## src/rtl/spdif_tx.sv

```systemverilog
// S/PDIF (IEC 60958 consumer) transmitter.
// Accepts stereo 24-bit PCM pairs over valid/ready and emits a biphase-mark
// coded line, one half-bit cell per external cell_strobe (128 cells per frame).
// Ports:
//   clk_in        - sole clock
//   rst_n         - asynchronous active-low reset
//   cell_strobe   - one-clk pulse per BMC cell
//   sample_left   - left sample, two's complement, 24 bit
//   sample_right  - right sample
//   sample_valid  - sample pair offered
//   sample_ready  - holding register empty
//   spdif_out     - registered BMC line output
//   block_start   - one-clk pulse when cell 0 of frame 0 is emitted
//   underrun      - one-clk pulse when a frame starts with no sample held
module spdif_tx #(
  parameter logic [31:0] CS_WORD = 32'h0200_0004
) (
  input  logic        clk_in,
  input  logic        rst_n,
  input  logic        cell_strobe,
  input  logic [23:0] sample_left,
  input  logic [23:0] sample_right,
  input  logic        sample_valid,
  output logic        sample_ready,
  output logic        spdif_out,
  output logic        block_start,
  output logic        underrun
);

  localparam int unsigned SAMPLE_W   = 24;
  localparam int unsigned CELL_W     = 7;
  localparam int unsigned FRAME_W    = 8;
  localparam int unsigned FRAME_LAST = 191;
  localparam int unsigned CS_FRAMES  = 32;

  // Preamble cell patterns for a previous line level of 0, first cell in bit 7.
  localparam logic [7:0] PRE_B = 8'b1110_1000;
  localparam logic [7:0] PRE_M = 8'b1110_0010;
  localparam logic [7:0] PRE_W = 8'b1110_0100;

  logic [CELL_W-1:0]   cell_q,   cell_d;
  logic [FRAME_W-1:0]  frame_q,  frame_d;
  logic [SAMPLE_W-1:0] hold_l_q, hold_l_d;
  logic [SAMPLE_W-1:0] hold_r_q, hold_r_d;
  logic                full_q,   full_d;
  logic [SAMPLE_W-1:0] act_l_q,  act_l_d;
  logic [SAMPLE_W-1:0] act_r_q,  act_r_d;
  logic                act_v_q,  act_v_d;
  logic                spdif_q,  spdif_d;
  logic                inv_q,    inv_d;
  logic                ready_q,  ready_d;
  logic                block_start_q, block_start_d;
  logic                underrun_q,    underrun_d;

  logic [4:0]          slot;
  logic [4:0]          sidx;
  logic                half;
  logic                sub_first;
  logic [SAMPLE_W-1:0] cur_sample;
  logic                c_bit;
  logic                p_bit;
  logic                data_bit;
  logic [7:0]          pre_pat;
  logic                pre_bit;
  logic                inv_use;

  assign slot       = cell_q[5:1];
  assign half       = cell_q[0];
  assign sub_first  = (cell_q[5:0] == 6'd0);
  assign cur_sample = cell_q[6] ? act_r_q : act_l_q;

  // Channel status is carried only in the first 32 frames of the block.
  assign c_bit = (frame_q < FRAME_W'(CS_FRAMES)) ? CS_WORD[frame_q[4:0]] : 1'b0;

  // Even parity over audio, V, U (always 0) and C.
  assign p_bit = ^{cur_sample, act_v_q, c_bit};

  // Preamble pattern and the inversion to apply; the flag is captured at the
  // first cell so the whole 8-cell pattern follows the level it started from.
  assign pre_pat = cell_q[6] ? PRE_W : ((frame_q == '0) ? PRE_B : PRE_M);
  assign pre_bit = 1'(pre_pat >> (3'd7 - cell_q[2:0]));
  assign inv_use = sub_first ? spdif_q : inv_q;

  // Payload bit for the current slot (only meaningful for slots 4..31).
  always_comb begin
    sidx = 5'(slot - 5'd4);
    case (slot)
      5'd28:   data_bit = act_v_q;
      5'd29:   data_bit = 1'b0;
      5'd30:   data_bit = c_bit;
      5'd31:   data_bit = p_bit;
      default: data_bit = 1'(cur_sample >> sidx);
    endcase
  end

  // Next-state: counters, buffering, BMC line and pulse outputs.
  always_comb begin
    cell_d        = cell_q;
    frame_d       = frame_q;
    hold_l_d      = hold_l_q;
    hold_r_d      = hold_r_q;
    full_d        = full_q;
    act_l_d       = act_l_q;
    act_r_d       = act_r_q;
    act_v_d       = act_v_q;
    spdif_d       = spdif_q;
    inv_d         = inv_q;
    block_start_d = 1'b0;
    underrun_d    = 1'b0;

    if (cell_strobe) begin
      cell_d = cell_q + CELL_W'(1);
      if (cell_q == CELL_W'(127)) begin
        frame_d = (frame_q == FRAME_W'(FRAME_LAST)) ? '0 : frame_q + FRAME_W'(1);
      end

      if (sub_first) begin
        inv_d = spdif_q;
      end

      if (slot < 5'd4) begin
        spdif_d = pre_bit ^ inv_use;
      end else if (!half) begin
        spdif_d = ~spdif_q;
      end else begin
        spdif_d = spdif_q ^ data_bit;
      end

      // Frame start: move holding to active, or substitute invalid silence.
      if (cell_q == '0) begin
        block_start_d = (frame_q == '0);
        if (full_q) begin
          act_l_d = hold_l_q;
          act_r_d = hold_r_q;
          act_v_d = 1'b0;
        end else begin
          act_l_d    = '0;
          act_r_d    = '0;
          act_v_d    = 1'b1;
          underrun_d = 1'b1;
        end
        full_d = 1'b0;
      end
    end

    // A handshake here fills holding for the next frame, never the current one.
    if (sample_valid && !full_q) begin
      hold_l_d = sample_left;
      hold_r_d = sample_right;
      full_d   = 1'b1;
    end

    ready_d = ~full_d;
  end

  // State register.
  always_ff @(posedge clk_in or negedge rst_n) begin
    if (!rst_n) begin
      cell_q        <= '0;
      frame_q       <= '0;
      hold_l_q      <= '0;
      hold_r_q      <= '0;
      full_q        <= 1'b0;
      act_l_q       <= '0;
      act_r_q       <= '0;
      act_v_q       <= 1'b0;
      spdif_q       <= 1'b0;
      inv_q         <= 1'b0;
      ready_q       <= 1'b1;
      block_start_q <= 1'b0;
      underrun_q    <= 1'b0;
    end else begin
      cell_q        <= cell_d;
      frame_q       <= frame_d;
      hold_l_q      <= hold_l_d;
      hold_r_q      <= hold_r_d;
      full_q        <= full_d;
      act_l_q       <= act_l_d;
      act_r_q       <= act_r_d;
      act_v_q       <= act_v_d;
      spdif_q       <= spdif_d;
      inv_q         <= inv_d;
      ready_q       <= ready_d;
      block_start_q <= block_start_d;
      underrun_q    <= underrun_d;
    end
  end

  assign sample_ready = ready_q;
  assign spdif_out    = spdif_q;
  assign block_start  = block_start_q;
  assign underrun     = underrun_q;

endmodule

```

## config.mk

```make
export PLATFORM = sky130hd
export DESIGN_NAME = spdif_tx
export DESIGN_NICKNAME = d
export VERILOG_FILES = /design/src/rtl/spdif_tx.sv
export SDC_FILE = /design/constraint.sdc
export NUM_CORES = 1
export LEC_CHECK = 0
export CAP_MARGIN = 0
export CORE_MARGIN = 2
export CORE_UTILIZATION = 50
export DETAILED_ROUTE_END_ITERATION = 8
export GPL_TIMING_DRIVEN = 0
export PLACE_DENSITY_LB_ADDON = 0.15
export SYNTH_ARGS = -nofsm -noshare
export SYNTH_HDL_FRONTEND = slang
export SYNTH_SLANG_ARGS = --single-unit
```

## constraint.sdc

```tcl
create_clock -name clk_in -period 2.49 [get_ports clk_in]
set_input_delay 0.498 -clock clk_in [delete_from_list [all_inputs] [get_ports clk_in]]
set_output_delay 0.498 -clock clk_in [all_outputs]
set_load 0.02 [all_outputs]
```

==> results.toml <==
[logic_synthesis]
netlist_instances = 523
ys_ff_latch = 118
yosys_warnings = 0
synth_area_leaders = "dfrtp_1 51%, mux2_2 9.6%, nand2_1 7.2%, nand3_1 4.7%, xor2_1 4.3%"
synthTopCellsByCount = "117 x dfrtp_1, 110 x nand2_1, 54 x nand3_1, 49 x mux2_2, 28 x xor2_1"
ys_seq_area_frac = 0.514
yosysMostFrequentCell = "dfrtp_1"
syn_nets = 583
syn_area_per_cell_sq_um = 11.0
synth_top_area_frac = 0.510
yosysUniqueCellTypes = 46
synth_edf_count = 0
async_flop_share = 1.00
synth_largest_area_cell = "dfrtp_1"
synth_area_sq_um = 5740
synthFlopType = "dfrtp_1"

[sta]
fmax_ghz = 0.404
setup_viol = 0
slew_headroom = 0.614
hold_ws_ns = -0.00717
worst_slew_pin_slew_ns = 0.579
fin_skew_ns = 0.00953
fin_crit_sh = 0.994
hold_viol = 2
finalCriticalPeriod_ns = 2.48
rsz0062_at_grt = "yes"
final_max_slew_viol_count = 0

[layout]
layoutNonFillerInstCount = 754
nets = 658
drive_above_1_share = 0.187
diodes = 0
area.sequential_sq_um = 2950
fillers = 945
multiInputGateArea_sq_um = 2640
area_growth_pct = 24.1

[pwr]
ir_drop_mv = 0.978
p_comb_frac = 0.374
pwr-share-clk = 0.246
swShare = 0.337
powerDensity_nw_per_um2 = 1260
p_sw_w = 0.00302
intPower_w = 0.00594
p_leak_nw = 3.28
seqPwrFrac = 0.381

[die]
fp-row-count = 39
core_sq_um = 11300
start_util = 0.507
die_y_um = 111
dieWidth_um = 111
io_pins = 56
dieArea_sq_um = 12400

[routing]
routed_wl_mm = 12.6
ant_nets = 0
drc = 0
drt_iter0_markers = 266
num_vias = 4049
vias_per_cell = 5.37
first_pass_iters = 4
wl_per_cell_um = 16.7

[global_route]
grtUsageTotal = 0.223
grt_pass1_wl_mm = 21.4
grt_overflow = 0
grt_pass1_vias = 4214
grt_antenna_before_repair = 0
grt_max_degree = 77

[critical_path]
crit_type = "register to register"
cp-start-kind = "register"
critPathArrivalTime_ns = 2.79
cp_max_fo = 10
end_kind = "register"
crit_required_ns = 2.81

[placement]
dpl.hpwl_mm = 9.41
gp_congestion = 0.884
placed_cells = 722
io_buffer_count = 55

[cts]
clk_path_buf_depth = 2
cts_root_buf = "clkbuf_16"
clk_pin_slew_worst_paths_ns = 0.06
cts_num_sinks = 118
cts_tree = "done"
clk_latency_ns = 0.41
cts_made_buffers = 17
htree_levels = 4

[outcome]
violations = "hold timing"
run_status = "complete, but fails checks"

[job]
cap_violations = 0

[min_path]
min_path_type = "input pin to async pin"
## cell usage in the layout (no fill, tap or decap), types with 2 or more instances in the layout
cell | netlist | layout
a2111oi_0 | 2 | 2
a21o_1 | 4 | 4
a21oi_1 | 2 | 2
a221oi_1 | 3 | 3
and3_1 | 4 | 4
buf_12 | 0 | 2
buf_2 | 4 | 3
buf_4 | 1 | 3
buf_6 | 1 | 3
clkbuf_1 | 25 | 20
clkbuf_16 | 0 | 17
clkbuf_2 | 0 | 5
clkbuf_4 | 0 | 3
clkdlybuf4s50_1 | 0 | 54
clkinv_2 | 0 | 6
clkinvlp_4 | 0 | 2
dfrtp_1 | 117 | 117
ha_1 | 8 | 8
inv_1 | 8 | 8
mux2_2 | 49 | 49
mux2i_1 | 21 | 20
mux4_1 | 2 | 2
mux4_2 | 6 | 6
nand2_1 | 110 | 109
nand3_1 | 54 | 54
nand4_1 | 5 | 5
nor2_1 | 11 | 10
nor2b_1 | 7 | 7
nor3_1 | 2 | 2
nor3b_2 | 0 | 2
o21ai_0 | 7 | 6
or3_1 | 2 | 2
xnor2_1 | 17 | 17
xnor3_1 | 2 | 2
xor2_1 | 28 | 28
## kinds of logic (layout without fill, tap and decap cells)
group,Yosys count,after routing,synth area share
simple gates,202,202,0.157
flops,118,118,0.514
mux,78,78,0.165
xor+xnor,48,48,0.0793
buf+inv,42,130,0.0322
compound gates,27,27,0.0344
fa+ha+maj,8,8,0.0174
## critical path, cell delays in order, from the launching register on
cell and delay (ns):
dfrtp_1 0.37, buf_6 0.13, buf_12 0.14, mux2i_2 0.19, xnor2_1 0.17, xnor3_1 0.45
xnor3_1 0.22, a221o_1 0.35, and3_1 0.18, a211oi_2 0.17
## what timing repair did
item	4_1_cts	5_1_grt
endpoints found under the setup margin	53	56
hold buffers	0	0
pin swaps	3	1
endpoints found under the hold margin	0	0
gates resized for setup	15	9
buffers inserted	3	0
## cell type report
| type | instances | share of cell area |
|---|---|---|
| repair buffers | 59 | 0.0862 |
| well taps | 143 | 0.0251 |
| inverters | 8 | 0.00421 |
| clock buffers | 22 | 0.0637 |
| clock inverters | 10 | 0.0118 |
| flip-flops and latches | 118 | 0.414 |
| multi-input cells | 363 | 0.370 |
| plain buffers | 31 | 0.0242 |
## through the flow
step	TNS [ns]	area, sq um	setup slack (ns)	utilization	total power, W
6_report	0	7130	0.0143	0.630	0.00896
4_1_cts	0	7120	0.0127	0.629	0.00902
5_1_grt	-0.281	7130	-0.0874	0.630	0.00953
3_5_place_dp	-19.08	6500	-0.396	0.574	0.00670
2_1_floorplan	0	5740	0.121	-	0.00576
3_3_place_gp	-425.58	6470	-3.45	0.572	0.00661
## routing by layer
layer | routed length [um] | share of wire | global-route usage
met1 | 5660 | 0.45 | 0.297
met2 | 6180 | 0.49 | 0.357
met3 | 522 | 0.041 | 0.0590
met4 | 242 | 0.019 | 0.0733
met5 | 0 | 0 | 0
## final timing paths
check / slack [ns] / endpoint / depth (start not counted) / startpoint
worst max-delay path: 0.01 / spdif_out / 9 / cell_q[6]
worst min-delay path: -0.007 / frame_q[5] / 1 / rst_n
worst max register to register: 0.01 / spdif_out / 9 / cell_q[6]
worst min register to register: 0.49 / act_v_q / 1 / act_v_q
max in group asynchronous: 1.77 / sample_ready / 2 / rst_n
min in group clk_in: 0.49 / act_v_q / 1 / act_v_q
## sequential cells by signal, indices dropped and copies added (netlist names)
| name | count |
|---|---|
| hold_r_q | 24 |
| act_l_q | 24 |
| underrun | 1 |
| act_r_q | 24 |
| hold_l_q | 24 |
| sample_ready | 1 |
| full_q | 1 |
| cell_q | 7 |
| block_start | 1 |
| act_v_q | 1 |
| inv_q | 1 |
| spdif_out | 1 |
| frame_q | 8 |
## power by group through the flow
stage / clock, W / sequential (W) / combinational, W
2_1_floorplan: 0 / 0.00318 / 0.00258
3_3_place_gp: 0 / 0.00340 / 0.00321
3_5_place_dp: 0 / 0.00343 / 0.00327
4_1_cts: 0.00225 / 0.00340 / 0.00338
5_1_grt: 0.00233 / 0.00351 / 0.00368
6_report: 0.00220 / 0.00341 / 0.00335
No activity file was read; power rests on OpenSTA's default activity.
